### config.mk
export PLATFORM = sky130hd
export DESIGN_NAME = i2c_write_sequencer
export DESIGN_NICKNAME = d
export VERILOG_FILES = /design/src/rtl/i2c_write_sequencer.sv
export SDC_FILE = /design/constraint.sdc
export NUM_CORES = 1
export LEC_CHECK = 0
export CAP_MARGIN = 20
export CORE_MARGIN = 3
export CORE_UTILIZATION = 63
export CTS_CLUSTER_SIZE = 16
export DETAILED_ROUTE_END_ITERATION = 12
export DONT_BUFFER_PORTS = 1
export PLACE_DENSITY = 0.79
export SLEW_MARGIN = 20
export SYNTH_ARGS = -nofsm -noshare
export SYNTH_HDL_FRONTEND = slang
export SYNTH_SLANG_ARGS = --single-unit
### constraint.sdc
create_clock -name clk -period 2.77 [get_ports clk]
set_input_delay 0.554 -clock clk [delete_from_list [all_inputs] [get_ports clk]]
set_output_delay 0.554 -clock clk [all_outputs]
set_load 0.1 [all_outputs]
### src/rtl/i2c_write_sequencer.sv
// ---------------------------------------------------------------------------
// i2c_write_sequencer
//
// Bit-level sequencer for an I2C master write: START, 8 address bits,
// address ACK, 0..15 data bytes each followed by an ACK slot, then STOP.
// Each bus bit occupies one slot of four quarters, CLK_DIV clk cycles per
// quarter. SCL is low in q0/q1 and high in q2/q3. ACK is sampled on the
// q2->q3 boundary.
//
// Build option: define I2C_SEQ_NACK_RETRY_EN so that the first address NACK
// is answered with STOP, START and a second pass over the address. Only a
// second NACK raises nack_err. Without the macro, an address NACK goes
// straight to STOP and the retry flags are not built.
//
// Ports
//   clk, rst         clock; asynchronous active-low reset
//   start, nbytes    transaction request and data byte count (IDLE only)
//   data_in,
//   data_valid,
//   data_req         data byte handshake (see below)
//   au_go, au_abit   load / shift strobes to the external address shifter
//   au_sda           current address bit from that shifter. It is sampled on
//                    the clock edge that closes the au_abit cycle.
//   scl, sda_o       bus clock and bus data out
//   sda_i            bus data in, used for ACK
//   busy, done,
//   nack_err         status. done is a 1-cycle pulse. nack_err stays set
//                    until the next accepted start.
//   dbg_state        current FSM state
//
// Handshake: the producer holds data_in stable while data_valid=1. A byte
// transfers on the rising edge that closes a cycle with data_req=1.
// data_req asserts only in WAIT_DATA, and only while data_valid=1, so it is
// the ready-and-valid term of the transfer.
// ---------------------------------------------------------------------------
module i2c_write_sequencer #(
  parameter int CLK_DIV = 4
) (
  input  logic       clk,
  input  logic       rst,
  input  logic       start,
  input  logic [3:0] nbytes,
  input  logic [7:0] data_in,
  input  logic       data_valid,
  output logic       data_req,
  output logic       au_go,
  output logic       au_abit,
  input  logic       au_sda,
  output logic       scl,
  output logic       sda_o,
  input  logic       sda_i,
  output logic       busy,
  output logic       done,
  output logic       nack_err,
  output logic [2:0] dbg_state
);

  typedef enum logic [2:0] {
    IDLE, START, ADDR, ADDR_ACK, WAIT_DATA, DATA, DATA_ACK, STOP
  } state_t;

  localparam logic [7:0] CYC_MAX = 8'(CLK_DIV - 1);

  state_t     state_q, state_d;
  logic [7:0] cyc_q;
  logic [1:0] qtr_q;
  logic [2:0] bit_q;
  logic [3:0] cnt_q;
  logic [7:0] sh_q;
  logic       abit_q, ack_q, nack_q, done_q;
  logic       go, abit, req, fin, nack_set;
`ifdef I2C_SEQ_NACK_RETRY_EN
  logic       tried_q, pend_q, retry_set, retry_clr;
`endif

  logic tick, slot_end, q0_entry, sample, accept;
  assign tick     = (cyc_q == CYC_MAX);
  assign slot_end = tick && (qtr_q == 2'd3);
  assign q0_entry = (cyc_q == 8'd0) && (qtr_q == 2'd0);
  assign sample   = tick && (qtr_q == 2'd2);
  assign accept   = (state_q == IDLE) && start;

  // Next state and single-cycle strobes
  always_comb begin
    state_d  = state_q;
    go       = 1'b0;
    abit     = 1'b0;
    req      = 1'b0;
    fin      = 1'b0;
    nack_set = 1'b0;
`ifdef I2C_SEQ_NACK_RETRY_EN
    retry_set = 1'b0;
    retry_clr = 1'b0;
`endif
    case (state_q)
      IDLE: if (start) begin
        state_d = START;
        go      = 1'b1;
      end
      START: if (slot_end) state_d = ADDR;
      ADDR: begin
        abit = q0_entry;
        if (slot_end && bit_q == 3'd7) state_d = ADDR_ACK;
      end
      ADDR_ACK: if (slot_end) begin
        if (!ack_q) begin
          state_d = (cnt_q == 4'd0) ? STOP : WAIT_DATA;
        end else begin
          state_d = STOP;
`ifdef I2C_SEQ_NACK_RETRY_EN
          if (!tried_q) retry_set = 1'b1;
          else          nack_set  = 1'b1;
`else
          nack_set = 1'b1;
`endif
        end
      end
      WAIT_DATA: if (data_valid) begin
        req     = 1'b1;
        state_d = DATA;
      end
      DATA: if (slot_end && bit_q == 3'd7) state_d = DATA_ACK;
      DATA_ACK: if (slot_end) begin
        if (ack_q) begin
          nack_set = 1'b1;
          state_d  = STOP;
        end else begin
          // cnt_q still holds the count including the byte just sent
          state_d = (cnt_q == 4'd1) ? STOP : WAIT_DATA;
        end
      end
      STOP: if (slot_end) begin
`ifdef I2C_SEQ_NACK_RETRY_EN
        if (pend_q) begin
          state_d   = START;
          go        = 1'b1;
          retry_clr = 1'b1;
        end else begin
          state_d = IDLE;
          fin     = 1'b1;
        end
`else
        state_d = IDLE;
        fin     = 1'b1;
`endif
      end
      default: state_d = IDLE;
    endcase
  end

  always_ff @(posedge clk or negedge rst) begin
    if (!rst) begin
      state_q <= IDLE;
      cyc_q   <= 8'd0;
      qtr_q   <= 2'd0;
      bit_q   <= 3'd0;
      cnt_q   <= 4'd0;
      sh_q    <= 8'd0;
      abit_q  <= 1'b0;
      ack_q   <= 1'b0;
      nack_q  <= 1'b0;
      done_q  <= 1'b0;
`ifdef I2C_SEQ_NACK_RETRY_EN
      tried_q <= 1'b0;
      pend_q  <= 1'b0;
`endif
    end else begin
      state_q <= state_d;
      // The slot timer is parked at zero while the bus is idle or waiting
      // for data, so every slot starts on a clean q0.
      if (state_q == IDLE || state_q == WAIT_DATA) begin
        cyc_q <= 8'd0;
        qtr_q <= 2'd0;
      end else if (tick) begin
        cyc_q <= 8'd0;
        qtr_q <= qtr_q + 2'd1;
      end else begin
        cyc_q <= cyc_q + 8'd1;
      end
      // Wraps 7 -> 0 at the end of each byte
      if (slot_end && (state_q == ADDR || state_q == DATA)) bit_q <= bit_q + 3'd1;
      if (accept) cnt_q <= nbytes;
      else if (state_q == DATA_ACK && slot_end) cnt_q <= cnt_q - 4'd1;
      if (req) sh_q <= data_in;
      else if (state_q == DATA && slot_end) sh_q <= {sh_q[6:0], 1'b0};
      if (abit) abit_q <= au_sda;
      if (sample && (state_q == ADDR_ACK || state_q == DATA_ACK)) ack_q <= sda_i;
      if (accept) nack_q <= 1'b0;
      else if (nack_set) nack_q <= 1'b1;
      done_q <= fin;
`ifdef I2C_SEQ_NACK_RETRY_EN
      if (accept) begin
        tried_q <= 1'b0;
        pend_q  <= 1'b0;
      end else if (retry_set) begin
        tried_q <= 1'b1;
        pend_q  <= 1'b1;
      end else if (retry_clr) begin
        pend_q  <= 1'b0;
      end
`endif
    end
  end

  // Bus pins. START lowers sda at q2 while scl is high. STOP raises sda
  // together with scl at q2. These are the only mid-slot sda changes.
  always_comb begin
    scl   = 1'b1;
    sda_o = 1'b1;
    case (state_q)
      IDLE:      begin scl = 1'b1;     sda_o = 1'b1;      end
      START:     begin scl = 1'b1;     sda_o = ~qtr_q[1]; end
      ADDR:      begin scl = qtr_q[1]; sda_o = abit_q;    end
      ADDR_ACK:  begin scl = qtr_q[1]; sda_o = 1'b1;      end
      WAIT_DATA: begin scl = 1'b0;     sda_o = 1'b1;      end
      DATA:      begin scl = qtr_q[1]; sda_o = sh_q[7];   end
      DATA_ACK:  begin scl = qtr_q[1]; sda_o = 1'b1;      end
      STOP:      begin scl = qtr_q[1]; sda_o = qtr_q[1];  end
      default:   begin scl = 1'b1;     sda_o = 1'b1;      end
    endcase
  end

  assign data_req  = req;
  assign au_go     = go;
  assign au_abit   = abit;
  assign busy      = (state_q != IDLE);
  assign done      = done_q;
  assign nack_err  = nack_q;
  assign dbg_state = state_q;

endmodule

==> parameters.txt, run 1 <==
Parameter                              Value

Critical path
  Worst endpoint data arrival time    1.98 ns
  Critical Path Sink Type    output pin
  Critical Path Fanout Max    17
  Delay of the slowest critical-path stage    about 0.7 ns
  Critical path class    register to output pin
  Critical path data required time    2.22 ns
  Slowest cell on crit path    sky130_fd_sc_hd__dfrtp_4
  Chain of cells forming the critical path    or2_4 > nor4_4 > buf_4
  Worst setup SP type    register

Detailed routing
  Total wire length after detailed routing    3817 um
  Detailed-route vias per instance    ~6.4
  First-pass iteration count of the detailed router    4
  Detailed-route DRC error count    0
  Routed wirelength normalized by instance count    16.38 um
  DRT antenna net count    0
  Number of vias after detailed routing    1484
  Number of DRC violations after detailed-routing iteration 0    59

Die
  Vert. Die Dim    61.70 um
  Initial Utilization    between 60% and 70%
  Cell Rows    19
  Full die area    3806 sq um
  DIE WIDTH    approximately 60 um
  Core box area    2853 sq um
  Top-level port count    29

Finish
  Post-synthesis to final-layout area growth    11.33%
  Nets@finish    229
  Count of inserted antenna diode cells    0
  Utilization after layout    roughly three quarters
  Multi-input gate area in the final layout    1076 sq um
  Area of all placed cells without fillers    around 2200 sq um
  Total area of sequential cells    about 810 sq um
  Filler Cells Inserted    190
  Share of post-route cells with drive strength above 1    23.76%

Flow run
  Number of max-capacitance violations reported    0

Clock network
  H-tree depth reported by CTS    2
  Clock tree from TritonCTS    built
  Num Clock Sinks    32
  Hold-fix buffers at CTS    1
  Count of instances resized after the clock tree is built    0
  Cts bufs inserted    5
  Library cell used as clock root buffer    sky130_fd_sc_hd__clkbuf_4
  Clock slew at reported path FFs    approximately 0.10 ns
  Buffers inserted by post-CTS timing repair    0
  Number of buffers on the longest clock path    2
  Worst skew pair latency    between 0.3 and 0.4 ns

Placed design
  Post-detail-place hpwl    about 2800 um
  Number of buffers inserted by port buffering    0
  Gp weighted congestion    between 0.8 and 0.9
  Placed instance area    about 2100 sq um

Synthesis
  Combinational family with the most area after synthesis    simple AND/OR/NAND/NOR gates
  Number of flops mapped to enable cells by yosys    0
  Synthesis Warnings    0
  Synth Area in Compound Gates    approximately a tenth
  Count of cell types in the netlist    48
  #FFs+latches synth    32
  FFs w/ async S/R, synth    100.0%
  Number of cells produced by synthesis    194
  Net Count, Synth    222
  Synth Cell Area    1954 sq um
  Synthesized-area fraction occupied by xor and xnor cells    4.930%
  Avg Synthesized Cell Area    10.07 sq um
  Share of cell area taken by muxes after synthesis    11.27%
  Simple-gate portion of the synthesized area    19.33%
  Post-synthesis sequential area ratio    40.97%
  Fraction of the mapped netlist area in adder cells    6.402%
  Top flip-flop cell by instance count after synthesis    sky130_fd_sc_hd__dfrtp_1

Global routing
  Number of global-route vias before repair    between 1k and 1.5k
  Global-route usage over all layers    between 20% and 30%
  Met1 usage in global routing    between 20% and 30%
  Met2 layer usage reported by global route    36.32%
  Most Crowded Layer GR    met2
  Met3 routing resource usage after global routing    7.645%
  Pin count of the biggest net entering global routing    33
  Total congestion overflow    0
  Number of antenna violations at the first check in global routing    0
  Global-route wire length before repair    6258 um

STA
  Number of slew-limit violations in the final report    0
  Count of endpoints failing setup in the final report    0
  Setup repair after global routing missed its margin    no
  Max_slew headroom    40.46%
  Max frequency    0.3949 GHz
  Hold Slack    approximately 0.018 ns
  Total count of hold-check failures in the final report    0
  Final clock skew    0.01399 ns
  Worst Max-Slew Pin Slew    slightly below 0.9 ns
  Final critical delay including setup and external delays    2.532 ns
  Share of the clock period used by the worst path    91.41%

Power
  Power density relative to cell area    1079 nW/um^2
  Comb power frac    ~44%
  Highest ir drop seen on vdd    about 850 uV
  Proportion of total power due to net switching    49.77%
  Share of power burned in the clock network    15.1%
  Fraction of power consumed by sequential logic    40.8%
  Total leakage power    0.9987 nW
  Sw Pwr    roughly 1.2 mW
  Internal power summed over all cells    1.179 mW

Worst hold path
  Worst min-delay path category    input pin to asynchronous set/reset pin

Status
  Run status    completed
## critical path: cells and delay by family (launching register included)
kind / cells / cell delay [ns]
buffers and inverters: 1 / 0.33
flip-flops: 1 / 0.70
AND/OR/NAND/NOR: 2 / 0.60
## power by group through the flow
stage                     clock (mW)  sequential (mW)  combinational [mW]
after floorplan                    0            0.919               0.904
after global placement             0            0.955               0.984
after detailed placement           0            0.964                1.02
after CTS                      0.362            0.953                1.04
after global routing           0.387            0.989                1.13
final                          0.354            0.957                1.04
## state kept, by name (all words and copies together) (netlist names), 2 cells and up
| register | flops |
|---|---|
| cyc_q | 8 |
| sh_q | 8 |
| qtr_q | 2 |
| bit_q | 3 |
| dbg_state | 3 |
| cnt_q | 4 |
## cell families (layout without fill, tap and decap cells)
| kind of cell | after synthesis | after routing |
|---|---|---|
| AND/OR/NAND/NOR | 72 | 72 |
| flip-flops | 32 | 32 |
| buffers and inverters | 22 | 30 |
| XOR/XNOR | 11 | 11 |
| multiplexers | 20 | 20 |
| adder cells (fa/ha/maj) | 10 | 10 |
| AO/OA/AOI/OAI | 27 | 27 |
## cells in the final DEF (no fill, tap or decap), drive strengths merged, types with 2 or more instances in the layout
cell type	synthesis	final
nor4	5	5
nor4bb	2	2
a221oi	2	2
and3	3	3
ha	10	10
nor2	22	22
o22ai	3	3
mux2i	4	4
xor2	7	7
o21ai	4	4
nand2	11	11
dfrtp	32	32
clkbuf	8	6
o31ai	2	2
nor4b	2	2
nor3	3	3
buf	3	10
inv	11	11
nand3	9	9
xnor2	4	4
mux2	16	16
nor2b	4	4
o32ai	4	4
nand4	3	3
or2	2	2
## cell type report
class | count | share of cell area [%]
sequential | 32 | 37.09
clock buffer | 5 | 1.725
multi-input combinational | 140 | 49.45
inverter | 11 | 1.898
clock inverter | 3 | 1.955
tap | 31 | 1.783
timing repair buffer | 11 | 6.095
## per-stage QoR
step | setup TNS [ns] | setup WS (ns) | power (mW) | std cells
detailed placement | 0 | 0.6084 | 1.982 | 224
floorplan | -0.07864 | -0.04364 | 1.824 | 194
finish | 0 | 0.2378 | 2.347 | 233
CTS | 0 | 0.2338 | 2.353 | 233
global placement | 0 | 0.6251 | 1.939 | 224
global route | 0 | 0.1673 | 2.507 | 233
## path summary, 6_finish.rpt
path,start,endpoint,slack (ns),cells past startpoint
max reg2reg,cyc_q[5],cnt_q[1],0.56,4
min reg2reg,bit_q[0],bit_q[0],0.49,1
max,dbg_state[2],au_abit,0.24,3
max in group asynchronous,rst,qtr_q[0],2.57,1
min in group clk,nbytes[2],cnt_q[2],0.32,2
min,rst,dbg_state[2],0.02,1
## routing by layer
| layer | part of all wire, % | wire length, um | vias up |
|---|---|---|---|
| li1 | - | - | 708 |
| met1 | 44 | 1670 | 712 |
| met2 | 48 | 1817 | 53 |
| met3 | 6.0 | 229 | 11 |
| met4 | 2.6 | 99 | 0 |
| met5 | 0 | 0 | - |
## cell usage after synthesis, drive strengths merged (2+ instances only)
cell type	instances	area, sq um
nand3	9	45.04
and3	3	18.77
xnor2	4	35.03
buf	3	15.01
nor4	5	31.28
mux2i	4	40.04
mux2	16	180.2
inv	11	41.29
clkbuf	8	71.31
nor3	3	20.02
ha	10	125.1
xor2	7	61.31
nor2	22	82.58
nor2b	4	25.02
nor4b	2	17.52
or2	2	12.51
o21ai	4	20.02
nor4bb	2	20.02
nand2	11	41.29
o22ai	3	18.77
nand4	3	18.77
dfrtp	32	800.8
o32ai	4	35.03
a221oi	2	17.52
o31ai	2	20.02
Power figures use the tool's default switching activity.
==> run 2: changes to the inputs <==
Settings changed: CORE_UTILIZATION 63 to 54, DONT_BUFFER_PORTS 1 to default, PLACE_DENSITY 0.79 to 0.8.
==> parameters.txt, run 2 (synthesized netlist as in run 1, its figures left out) <==
Parameter                              Value

Detailed routing
  Detailed-route DRC error count    0 (unchanged)
  DRT antenna net count    0 (unchanged)
  Number of vias after detailed routing    1552 (+4.6%)
  Detailed-route vias per instance    5.770 (-9.4%)
  First-pass iteration count of the detailed router    4 (unchanged)
  Routed wirelength normalized by instance count    15.77 um (-3.7%)
  Number of DRC violations after detailed-routing iteration 0    99 (+68%)
  Total wire length after detailed routing    4243 um (+11%)

Status
  Run status    completed

Critical path
  Reg2reg path depth    5 (+1)
  FF-to-FF Start    cyc_q[0]
  Critical Path Sink Type    output pin
  Slowest cell on crit path    sky130_fd_sc_hd__or4_4
  Reg-to-reg slack, setup    0.44 ns (-0.12 ns)
  Delay of the slowest critical-path stage    0.61 ns (-0.09 ns)
  Critical Path Fanout Max    5 (-12)
  Worst setup SP type    register
  Critical path data required time    2.22 ns (about the same)
  Capture point of the worst reg-to-reg path    sh_q[4]
  Top cell family by delay on the critical path    simple AND/OR/NAND/NOR gates
  Number of buffers and inverters on the critical path    1 (unchanged)
  Worst endpoint data arrival time    1.94 ns (-0.04 ns)
  Critical path class    register to output pin
  Chain of cells forming the critical path    or4_4 > nor4_4 > buf_12

Global routing
  Pin count of the biggest net entering global routing    33 (unchanged)
  Global-route usage over all layers    21.18% (-1.6 points)
  Global-route wire length before repair    7079 um (+13%)
  Number of antenna violations at the first check in global routing    0 (unchanged)
  Number of global-route vias before repair    1567 (+11%)
  Total congestion overflow    0 (unchanged)

Clock network
  Clock slew at reported path FFs    0.10 ns (about the same)
  Clock tree from TritonCTS    built
  Hold-fix buffers at CTS    0 (-1)
  Worst skew pair latency    0.34 ns (about the same)
  Buffers inserted by post-CTS timing repair    0 (unchanged)
  H-tree depth reported by CTS    2 (unchanged)
  Number of buffers on the longest clock path    2 (unchanged)
  Count of instances resized after the clock tree is built    0 (unchanged)
  Num Clock Sinks    32 (unchanged)
  Library cell used as clock root buffer    sky130_fd_sc_hd__clkbuf_4
  Cts bufs inserted    5 (unchanged)

Die
  Full die area    4377 sq um (+15%)
  Initial Utilization    57.22% (-11 points)
  Vert. Die Dim    66.16 um (+7.2%)
  Top-level port count    29 (unchanged)
  DIE WIDTH    66.16 um (+7.2%)
  Cell Rows    21 (+2)
  Core box area    3416 sq um (+20%)

STA
  Max frequency    0.4011 GHz (+1.6%)
  Total count of hold-check failures in the final report    0 (unchanged)
  Max_slew headroom    57.95% (+17 points)
  Share of the clock period used by the worst path    90.00% (-1.4 points)
  Setup repair after global routing missed its margin    no
  Number of slew-limit violations in the final report    0 (unchanged)
  Final critical delay including setup and external delays    2.493 ns (-0.03925 ns)
  Hold Slack    0.4868 ns (+0.4690 ns)
  Final clock skew    0.01211 ns (-0.001884 ns)
  Count of endpoints failing setup in the final report    0 (unchanged)
  Worst Max-Slew Pin Slew    0.6148 ns (-0.2783 ns)

Worst hold path
  Hold_sp    bit_q[0]
  Cell depth of the worst min-delay path    1
  Worst min-delay path category    register to register
  Sink of the worst hold path    bit_q[0]

Placed design
  Post-detail-place hpwl    3099 um (+10%)
  Gp weighted congestion    0.8483 (+5.0%)
  Number of buffers inserted by port buffering    28 (+28)

Finish
  Count of inserted antenna diode cells    0 (unchanged)
  Post-synthesis to final-layout area growth    20.04%
  Most frequent cells in the layout    sky130_fd_sc_hd__dfrtp_1, sky130_fd_sc_hd__nor2_1, sky130_fd_sc_hd__clkdlybuf4s50_1
  Biggest registers after layout    cyc_q x8, sh_q x8, cnt_q x4
  Commonest non-fill, non-tap cell in the layout    sky130_fd_sc_hd__dfrtp_1
  Share of post-route cells with drive strength above 1    21.97% (-1.8 points)
  Utilization after layout    68.68% (-7.6 points)
  Nets@finish    250 (+9.2%)

Power
  Power density relative to cell area    1005 nW/um^2 (-6.8%)
  Total leakage power    1.051 nW (+5.2%)
  Total power after layout    2.358 mW (+0.46%)
  Highest ir drop seen on vdd    716.5 uV (-16%)

Flow run
  Number of max-capacitance violations reported    0 (unchanged)
## run 2: power by group
part | internal (mW) | leakage, nW | total (mW) | switching [mW]
Combinational | 0.421 | 0.618 | 1.20 | 0.782
Sequential | 0.618 | 0.401 | 0.865 | 0.247
Clock | 0.125 | 0.0326 | 0.290 | 0.165
## run 2: layout make-up
class / instances / area [sq um]
Tap cell: 46 / 57.56
Timing Repair Buffer: 32 / 320.3
Sequential cell: 32 / 807.0
Inverter: 11 / 41.29
Fill cell: 267 / 1070
Multi-Input combinational cell: 140 / 1061
Clock buffer: 8 / 58.81
## run 2: per-stage QoR
stage          worst slack (ns)  setup TNS (ns)  area (sq um)  std cells
5_1_grt                  0.1842               0          2346        269
3_3_place_gp             0.3917               0          2287        261
3_5_place_dp             0.3046               0          2287        261
2_1_floorplan          -0.04364        -0.07864          2008        194
4_1_cts                  0.2579               0          2346        269
6_report                 0.2771               0          2346        269
## run 2: how the worst max path moves through the flow
| stage | slack, ns | startpoint | endpoint | depth (start not counted) |
|---|---|---|---|---|
| after global routing | 0.18 | cyc_q[5] | au_abit | 3 |
| after global placement | 0.39 | data_valid | sh_q[5] | 5 |
| final | 0.28 | cyc_q[5] | au_abit | 3 |
| after detailed placement | 0.30 | data_valid | sh_q[4] | 5 |
| after CTS | 0.26 | cyc_q[5] | au_abit | 3 |
| after floorplan | -0.04 | dbg_state[2] | au_abit | 4 |
## run 2: layer usage
layer | part of all wire, % | vias to the layer above | GRT usage, %
met4 | 1.0 | 0 | 6.599
met3 | 5.9 | 5 | 5.612
met5 | 0 | - | 0
met1 | 43 | 752 | 26.74
li1 | - | 749 | -
met2 | 50 | 46 | 35.19
==> run 3: changes to the inputs <==
Settings changed: CAP_MARGIN 20 to default.
==> results of run 3 <==
The final DEF is identical to that of run 2; final timing and power are the same.
